==> src/rtl/mem_dump_uart_if.sv <==
// Bundle of the dump request, port-B memory read path and UART status lines.
interface mem_dump_uart_if #(
  parameter int unsigned ADDR_W = 18,
  parameter int unsigned DATA_W = 24
);
  logic              start;
  logic [ADDR_W-1:0] base_addr;
  logic [ADDR_W-1:0] word_count;
  logic [ADDR_W-1:0] address_b;
  logic [DATA_W-1:0] read_data_b;
  logic              tx;
  logic              busy;
  logic              done;

  // Requester / memory side
  modport master (
    output start, base_addr, word_count, read_data_b,
    input  address_b, tx, busy, done
  );

  // Dump engine side
  modport slave (
    input  start, base_addr, word_count, read_data_b,
    output address_b, tx, busy, done
  );
endinterface

==> src/rtl/mem_dump_uart.sv <==
// Streams a block of data memory out over UART TX (8N1), 3 bytes per word, MSB byte first.
// Reads through memory port B only, so dumps run alongside normal pipeline accesses on port A.
module mem_dump_uart #(
  parameter int unsigned ADDR_W       = 18,
  parameter int unsigned DATA_W       = 24,
  parameter int unsigned CLKS_PER_BIT = 434,
  parameter int unsigned RD_LAT       = 2
) (
  input  logic           clk,
  input  logic           rst,
  mem_dump_uart_if.slave bus
);

  localparam int unsigned CNT_W  = (CLKS_PER_BIT > 1) ? $clog2(CLKS_PER_BIT) : 1;
  localparam int unsigned WAIT_N = (RD_LAT > 1) ? RD_LAT - 1 : 1;
  localparam int unsigned WAIT_W = (WAIT_N > 1) ? $clog2(WAIT_N) : 1;

  localparam logic [CNT_W-1:0]  BIT_LAST  = CNT_W'(CLKS_PER_BIT - 1);
  localparam logic [WAIT_W-1:0] WAIT_LAST = WAIT_W'(WAIT_N - 1);

  typedef enum logic [2:0] {
    S_IDLE,
    S_ISSUE,
    S_WAIT,
    S_LOAD,
    S_SEND,
    S_NEXT,
    S_FIN
  } state_t;

  state_t             state;
  logic [ADDR_W-1:0]  cur_addr;
  logic [ADDR_W-1:0]  remaining;
  logic [ADDR_W-1:0]  address_b_r;
  logic [DATA_W-1:0]  shreg;
  logic [1:0]         byte_idx;
  logic [3:0]         bit_idx;
  logic [CNT_W-1:0]   clk_cnt;
  logic [WAIT_W-1:0]  wait_cnt;
  logic               tx_r;
  logic               busy_r;
  logic               done_r;
  logic [7:0]         cur_byte;

  assign cur_byte        = shreg[DATA_W-1 -: 8];
  assign bus.address_b   = address_b_r;
  assign bus.tx          = tx_r;
  assign bus.busy        = busy_r;
  assign bus.done        = done_r;

  // Dump sequencer: memory read, UART bit timing and status outputs, all registered.
  always_ff @(posedge clk) begin
    if (rst) begin
      state       <= S_IDLE;
      cur_addr    <= '0;
      remaining   <= '0;
      address_b_r <= '0;
      shreg       <= '0;
      byte_idx    <= '0;
      bit_idx     <= '0;
      clk_cnt     <= '0;
      wait_cnt    <= '0;
      tx_r        <= 1'b1;
      busy_r      <= 1'b0;
      done_r      <= 1'b0;
    end else begin
      case (state)
        S_IDLE: begin
          if (bus.start) begin
            cur_addr  <= bus.base_addr;
            remaining <= bus.word_count;
            if (bus.word_count == '0) begin
              state <= S_FIN;
            end else begin
              // Address is launched on entry so port B sees it in the first ISSUE cycle.
              state       <= S_ISSUE;
              busy_r      <= 1'b1;
              address_b_r <= bus.base_addr;
            end
          end
        end

        S_ISSUE: begin
          wait_cnt <= '0;
          state    <= (RD_LAT > 1) ? S_WAIT : S_LOAD;
        end

        S_WAIT: begin
          if (wait_cnt == WAIT_LAST) begin
            state <= S_LOAD;
          end else begin
            wait_cnt <= wait_cnt + 1'b1;
          end
        end

        S_LOAD: begin
          shreg    <= bus.read_data_b;
          byte_idx <= '0;
          bit_idx  <= '0;
          clk_cnt  <= '0;
          tx_r     <= 1'b0;
          state    <= S_SEND;
        end

        S_SEND: begin
          if (clk_cnt == BIT_LAST) begin
            clk_cnt <= '0;
            if (bit_idx == 4'd9) begin
              if (byte_idx == 2'd2) begin
                tx_r  <= 1'b1;
                state <= S_NEXT;
              end else begin
                // Next byte's start bit follows the stop bit with no idle gap.
                byte_idx <= byte_idx + 1'b1;
                bit_idx  <= '0;
                shreg    <= {shreg[DATA_W-9:0], 8'h00};
                tx_r     <= 1'b0;
              end
            end else begin
              bit_idx <= bit_idx + 1'b1;
              tx_r    <= (bit_idx == 4'd8) ? 1'b1 : cur_byte[bit_idx[2:0]];
            end
          end else begin
            clk_cnt <= clk_cnt + 1'b1;
          end
        end

        S_NEXT: begin
          remaining <= remaining - 1'b1;
          cur_addr  <= cur_addr + 1'b1;
          if (remaining == ADDR_W'(1)) begin
            // Pulse done while in FIN; the zero-length path arrives with done low instead.
            state  <= S_FIN;
            done_r <= 1'b1;
            busy_r <= 1'b0;
          end else begin
            state       <= S_ISSUE;
            address_b_r <= cur_addr + 1'b1;
          end
        end

        S_FIN: begin
          if (done_r) begin
            done_r <= 1'b0;
            state  <= S_IDLE;
          end else begin
            done_r <= 1'b1;
          end
        end

        default: state <= S_IDLE;
      endcase
    end
  end

endmodule

==> src/flat_wrapper.sv <==
// flat-port wrapper written by rule: the top's interface ports become plain ports
module mem_dump_uart_flat 
#(
  parameter int unsigned ADDR_W       = 18,
  parameter int unsigned DATA_W       = 24,
  parameter int unsigned CLKS_PER_BIT = 434,
  parameter int unsigned RD_LAT       = 2
)
  (clk, rst, bus_start, bus_base_addr, bus_word_count, bus_read_data_b, bus_address_b, bus_tx, bus_busy, bus_done);
  mem_dump_uart_if #(.ADDR_W(ADDR_W), .DATA_W(DATA_W)) bus_i ();
  input  logic clk;
  input  logic rst;
  input wire logic [$bits(bus_i.start)-1:0] bus_start;
  input wire logic [$bits(bus_i.base_addr)-1:0] bus_base_addr;
  input wire logic [$bits(bus_i.word_count)-1:0] bus_word_count;
  input wire logic [$bits(bus_i.read_data_b)-1:0] bus_read_data_b;
  output wire logic [$bits(bus_i.address_b)-1:0] bus_address_b;
  output wire logic [$bits(bus_i.tx)-1:0] bus_tx;
  output wire logic [$bits(bus_i.busy)-1:0] bus_busy;
  output wire logic [$bits(bus_i.done)-1:0] bus_done;
  assign bus_i.start = bus_start;
  assign bus_i.base_addr = bus_base_addr;
  assign bus_i.word_count = bus_word_count;
  assign bus_i.read_data_b = bus_read_data_b;
  assign bus_address_b = bus_i.address_b;
  assign bus_tx = bus_i.tx;
  assign bus_busy = bus_i.busy;
  assign bus_done = bus_i.done;
  mem_dump_uart #(.ADDR_W(ADDR_W), .DATA_W(DATA_W), .CLKS_PER_BIT(CLKS_PER_BIT), .RD_LAT(RD_LAT)) u_core (.clk(clk), .rst(rst), .bus(bus_i));
endmodule
==> config.mk <==
export PLATFORM = sky130hd
export DESIGN_NAME = mem_dump_uart_flat
export DESIGN_NICKNAME = d
export VERILOG_FILES = /design/src/rtl/mem_dump_uart_if.sv /design/src/rtl/mem_dump_uart.sv /design/src/flat_wrapper.sv
export SDC_FILE = /design/constraint.sdc
export NUM_CORES = 1
export LEC_CHECK = 0
export BUFFER_PORTS_ARGS = -buffer_cell sky130_fd_sc_hd__buf_2
export CAP_MARGIN = 0
export CORE_UTILIZATION = 55
export DETAILED_ROUTE_END_ITERATION = 10
export PLACE_DENSITY = 0.78
export SLEW_MARGIN = 25
export SYNTH_ARGS = -nofsm -noshare
export SYNTH_HDL_FRONTEND = slang
export SYNTH_SLANG_ARGS = --single-unit
==> constraint.sdc <==
create_clock -name clk -period 3.4 [get_ports clk]
set_clock_uncertainty 0.1 [all_clocks]
set_input_delay 0.34 -clock clk [delete_from_list [all_inputs] [get_ports clk]]
set_output_delay 0.34 -clock clk [all_outputs]
set_load 0.02 [all_outputs]
==> reports/results.txt <==
The flow ran to the end, and the final reports show no timing, DRC or antenna violations. The number of sinks on the clock net is 99, and the detailed-route wire length is 12,420 um. The tools report the final antenna diode count as 0. Time the final worst path needs with I/O delays and setup: 2.684 ns. The run gives 0.4602 as the worst slew slack as a fraction of its limit. The first global-routing pass estimated 20,890 um of wire.

The category of the worst setup path launch point is a flop. The worst min-delay path category was primary input to flop. For this design the top-level I/O count stands at 84.

In this run, CTS created clock tree buffers numbering 9. TritonCTS built the clock tree. The congestion estimate from routability-driven global placement came to 0.8643. The number of enable flip-flop cells after synthesis came out at 0. Largest net degree at the start of global routing: 46.

Synthesis instantiated 63 different standard cells from the library. The met2 capacity usage during global routing was 0.4290; the die area was 9406 um^2. The logs give 0.518 for the sequential share of power and 0.8023 ns for the pre-CTS worst setup slack. For the worst setup path, the data arrival time is 2.86 ns.

The busiest layer in global routing is met2. The run gives 615 as the gate count of the mapped netlist. The clock reaches the later pin of the worst-skew pair after 0.37 ns. The H-tree generated during clock tree synthesis spans 3 levels.

The net switching power was 0.0007985 W; the post-CTS resize count was 0. The number of global-route vias before repair is 4,444, and the post-synth design cell area is 4962 um^2. For the final number of hold-violating endpoints, the log shows 0. The total of hold buffers inserted after clock tree synthesis was 0. Clock tree synthesis selected as its root buffer the cell sky130_fd_sc_hd__clkbuf_8. The layout-stage area growth over the synthesis result works out to 13.36%. The tools report the count of routing violations after the opening detailed-route iteration as 294. Setup repair after global routing left no endpoint under its margin. The tools report the DRC violation count after routing as 0. The run gives 0.04118 as the global routing met3 resource utilization. The global-route usage over all layers is 0.2695, and the fraction of synthesis flops using an asynchronous set or reset pin is 0. The period utilization is 0.7894, and the number of buffers added on ports is 83.

Detail-routed via count per cell: 6.132. Buffers added to address setup during post-CTS repair amount to 0. The mean cell area of the mapped netlist works out to 8.069 um^2. The logs give 0.5690 for the starting density of the core and 2.148 nW for the leakage power summed over all cells.

The total of flip-flops plus latches after synthesis is 99, and the placeable core area is 8721 um^2. Along the worst path, the maximum fanout reaches 21. The first detailed-routing pass took 5 iterations. For the worst setup path, the data required time is 3.58 ns. The total power per unit cell area is 458.0 nW/um^2, and the post-route antenna net violation count is 0. Derived from the worst setup path, the maximum achievable clock frequency is 372.6 MHz. Setup violations remaining at the end of the flow were counted as 0.

Measured along the x axis, the die boundary spans 96.99 um. The kind of end point of the critical path was a flop. The tool flagged a number of max-cap violations equal to 0.

The part of the power in the clock network was 0.294; the number of placement rows was 34. The total internal power was 0.001778 W. After routing, the total negative slack on setup checks comes to 0 ns. The switching part of the total came out at 0.3099.

By startpoint and endpoint, the worst setup path is classified as flop to flop. The run gives 754 as the final net count. The die is 96.99 um tall. Detailed placement finished with a half-perimeter wire length of 8792 um.

The average routed wire per standard cell is 15.62 um. The logs give 0.3994 for the share of synthesized area occupied by flip-flops and latches and 0.187 for the proportion of power drawn by combinational gates. The number of warnings printed during yosys synthesis was 0.

The smallest setup slack after layout is 0.7162 ns, and the transition time at the pin with the least slew margin is 0.8097 ns. For the number of vias after detailed routing, the log shows 4,875. For the final max-slew violation count, the log shows 0. Met1 track demand over resource in global routing: 0.3617. The number of nets in the synthesized netlist is 687. The run gives 2 as the maximum count of clock buffers along a single path.

The initial antenna violation count came out at 0. IR analysis of the VDD net gives a maximum drop of 223.8 uV. For the aggregate global routing overflow, the log shows 0.

In the synthesized netlist the dominant register cell turns out to be sky130_fd_sc_hd__dfxtp_1. The proportion of layout cells with a drive suffix above 1 was 0.1834; the clock transition at the registers of the reported paths was 0.10 ns.
[placed cells by master, fill, tap and decap left out, types with 7 or more instances in the layout]
cell / Yosys / final
sky130_fd_sc_hd__o211ai_1: 8 / 8
sky130_fd_sc_hd__a22oi_1: 9 / 9
sky130_fd_sc_hd__o21ai_0: 29 / 29
sky130_fd_sc_hd__clkbuf_8: 0 / 9
sky130_fd_sc_hd__dfxtp_1: 99 / 99
sky130_fd_sc_hd__nand3_1: 15 / 15
sky130_fd_sc_hd__nand2b_1: 7 / 7
sky130_fd_sc_hd__nor3_1: 22 / 22
sky130_fd_sc_hd__a21oi_1: 49 / 49
sky130_fd_sc_hd__mux2i_1: 9 / 9
sky130_fd_sc_hd__nand4_1: 12 / 12
sky130_fd_sc_hd__ha_1: 9 / 9
sky130_fd_sc_hd__nor4_1: 12 / 12
sky130_fd_sc_hd__a311oi_1: 16 / 16
sky130_fd_sc_hd__inv_1: 11 / 11
sky130_fd_sc_hd__buf_4: 1 / 11
sky130_fd_sc_hd__a211oi_1: 9 / 9
sky130_fd_sc_hd__xnor2_1: 10 / 10
sky130_fd_sc_hd__nor2_1: 83 / 83
sky130_fd_sc_hd__nand2_1: 84 / 84
sky130_fd_sc_hd__buf_2: 9 / 83
[sequential cells by signal, summed over array words and instances (netlist names)]
name and count:
u_core.shreg 24, u_core.cur_addr 18, u_core.bus.done 1, u_core.bus.tx 1, u_core.bit_idx 4, u_core.byte_idx 2, u_core.clk_cnt 9, u_core.bus.busy 1
u_core.remaining 18, u_core.state 3, u_core.bus.address_b 18
[cells in the mapped netlist, drive strengths merged (9+ instances only)]
library cell | count | area (um^2)
a211oi | 9 | 67.56
a21oi | 49 | 245.2
a22oi | 9 | 67.56
a311oi | 16 | 140.1
buf | 11 | 63.81
clkbuf | 27 | 101.4
dfxtp | 99 | 1982
ha | 9 | 112.6
inv | 11 | 41.29
mux2i | 9 | 90.09
nand2 | 85 | 321.6
nand3 | 15 | 75.07
nand4 | 13 | 87.58
nor2 | 84 | 322.8
nor3 | 23 | 126.4
nor4 | 13 | 96.34
o21ai | 33 | 165.2
xnor2 | 10 | 87.58
[worst paths after layout]
kind / start / endpoint / slack [ns] / depth (start not counted)
setup / recovery: u_core.state[0] / u_core.bus.address_b[15] / 0.72 / 7
hold / removal: bus_read_data_b[6] / u_core.shreg[6] / 0.12 / 3
setup reg to reg: u_core.state[0] / u_core.bus.address_b[15] / 0.72 / 7
hold reg to reg: u_core.byte_idx[0] / u_core.byte_idx[0] / 0.36 / 2
[metrics by stage]
step	utilization	std cells	cell area [um^2]	hold WS, ns	power [W]
after floorplan	-	615	4962	0.3319	0.001678
after global placement	0.6230	779	5433	0.3385	0.001818
after detailed placement	0.6230	779	5433	0.3474	0.001835
after CTS	0.6451	795	5625	0.1089	0.002581
after global routing	0.6451	795	5625	0.1266	0.002703
final	0.6451	795	5625	0.1187	0.002577
[layout make-up]
class | count | area (um^2)
timing repair buffer | 94 | 498.0
fill | 738 | 3095
sequential | 99 | 1982
clock buffer | 10 | 127.6
tap | 108 | 135.1
clock inverter | 6 | 65.06
inverter | 11 | 41.29
multi-input combinational | 467 | 2776
[cells by family (layout without fill, tap and decap cells)]
logic type	after synthesis	after routing	synth area share
and+or+nand+nor	274	274	0.2723
AOI/OAI and AO/OA	156	156	0.2063
DFF	99	99	0.3994
adders and majority gates	9	9	0.02269
buffers and inverters	49	121	0.04160
muxes	12	12	0.02950
xor gates and xnor gates	16	16	0.02824
[critical path, stage by stage, from the launching register on]
cell and delay, ns:
sky130_fd_sc_hd__dfxtp_1 0.65, sky130_fd_sc_hd__nand3b_1 0.45, sky130_fd_sc_hd__buf_4 0.36, sky130_fd_sc_hd__nand2_1 0.39, sky130_fd_sc_hd__o21ai_0 0.20, sky130_fd_sc_hd__nor2_1 0.13
sky130_fd_sc_hd__o21ai_0 0.16, sky130_fd_sc_hd__o32ai_2 0.15
[power by group through the flow]
stage	clock network, W	logic (W)	registers [W]
2_1_floorplan	0	0.000317	0.00136
3_3_place_gp	0	0.000465	0.00135
3_5_place_dp	0	0.000477	0.00136
4_1_cts	0.000770	0.000479	0.00133
5_1_grt	0.000822	0.000533	0.00135
6_report	0.000759	0.000483	0.00133
[per-layer routing]
metal,wire [um],vias up
met2,5798,182
met5,0,-
met3,815,23
li1,-,2364
met1,5556,2306
met4,249,0
Power figures use the tool's default switching activity.
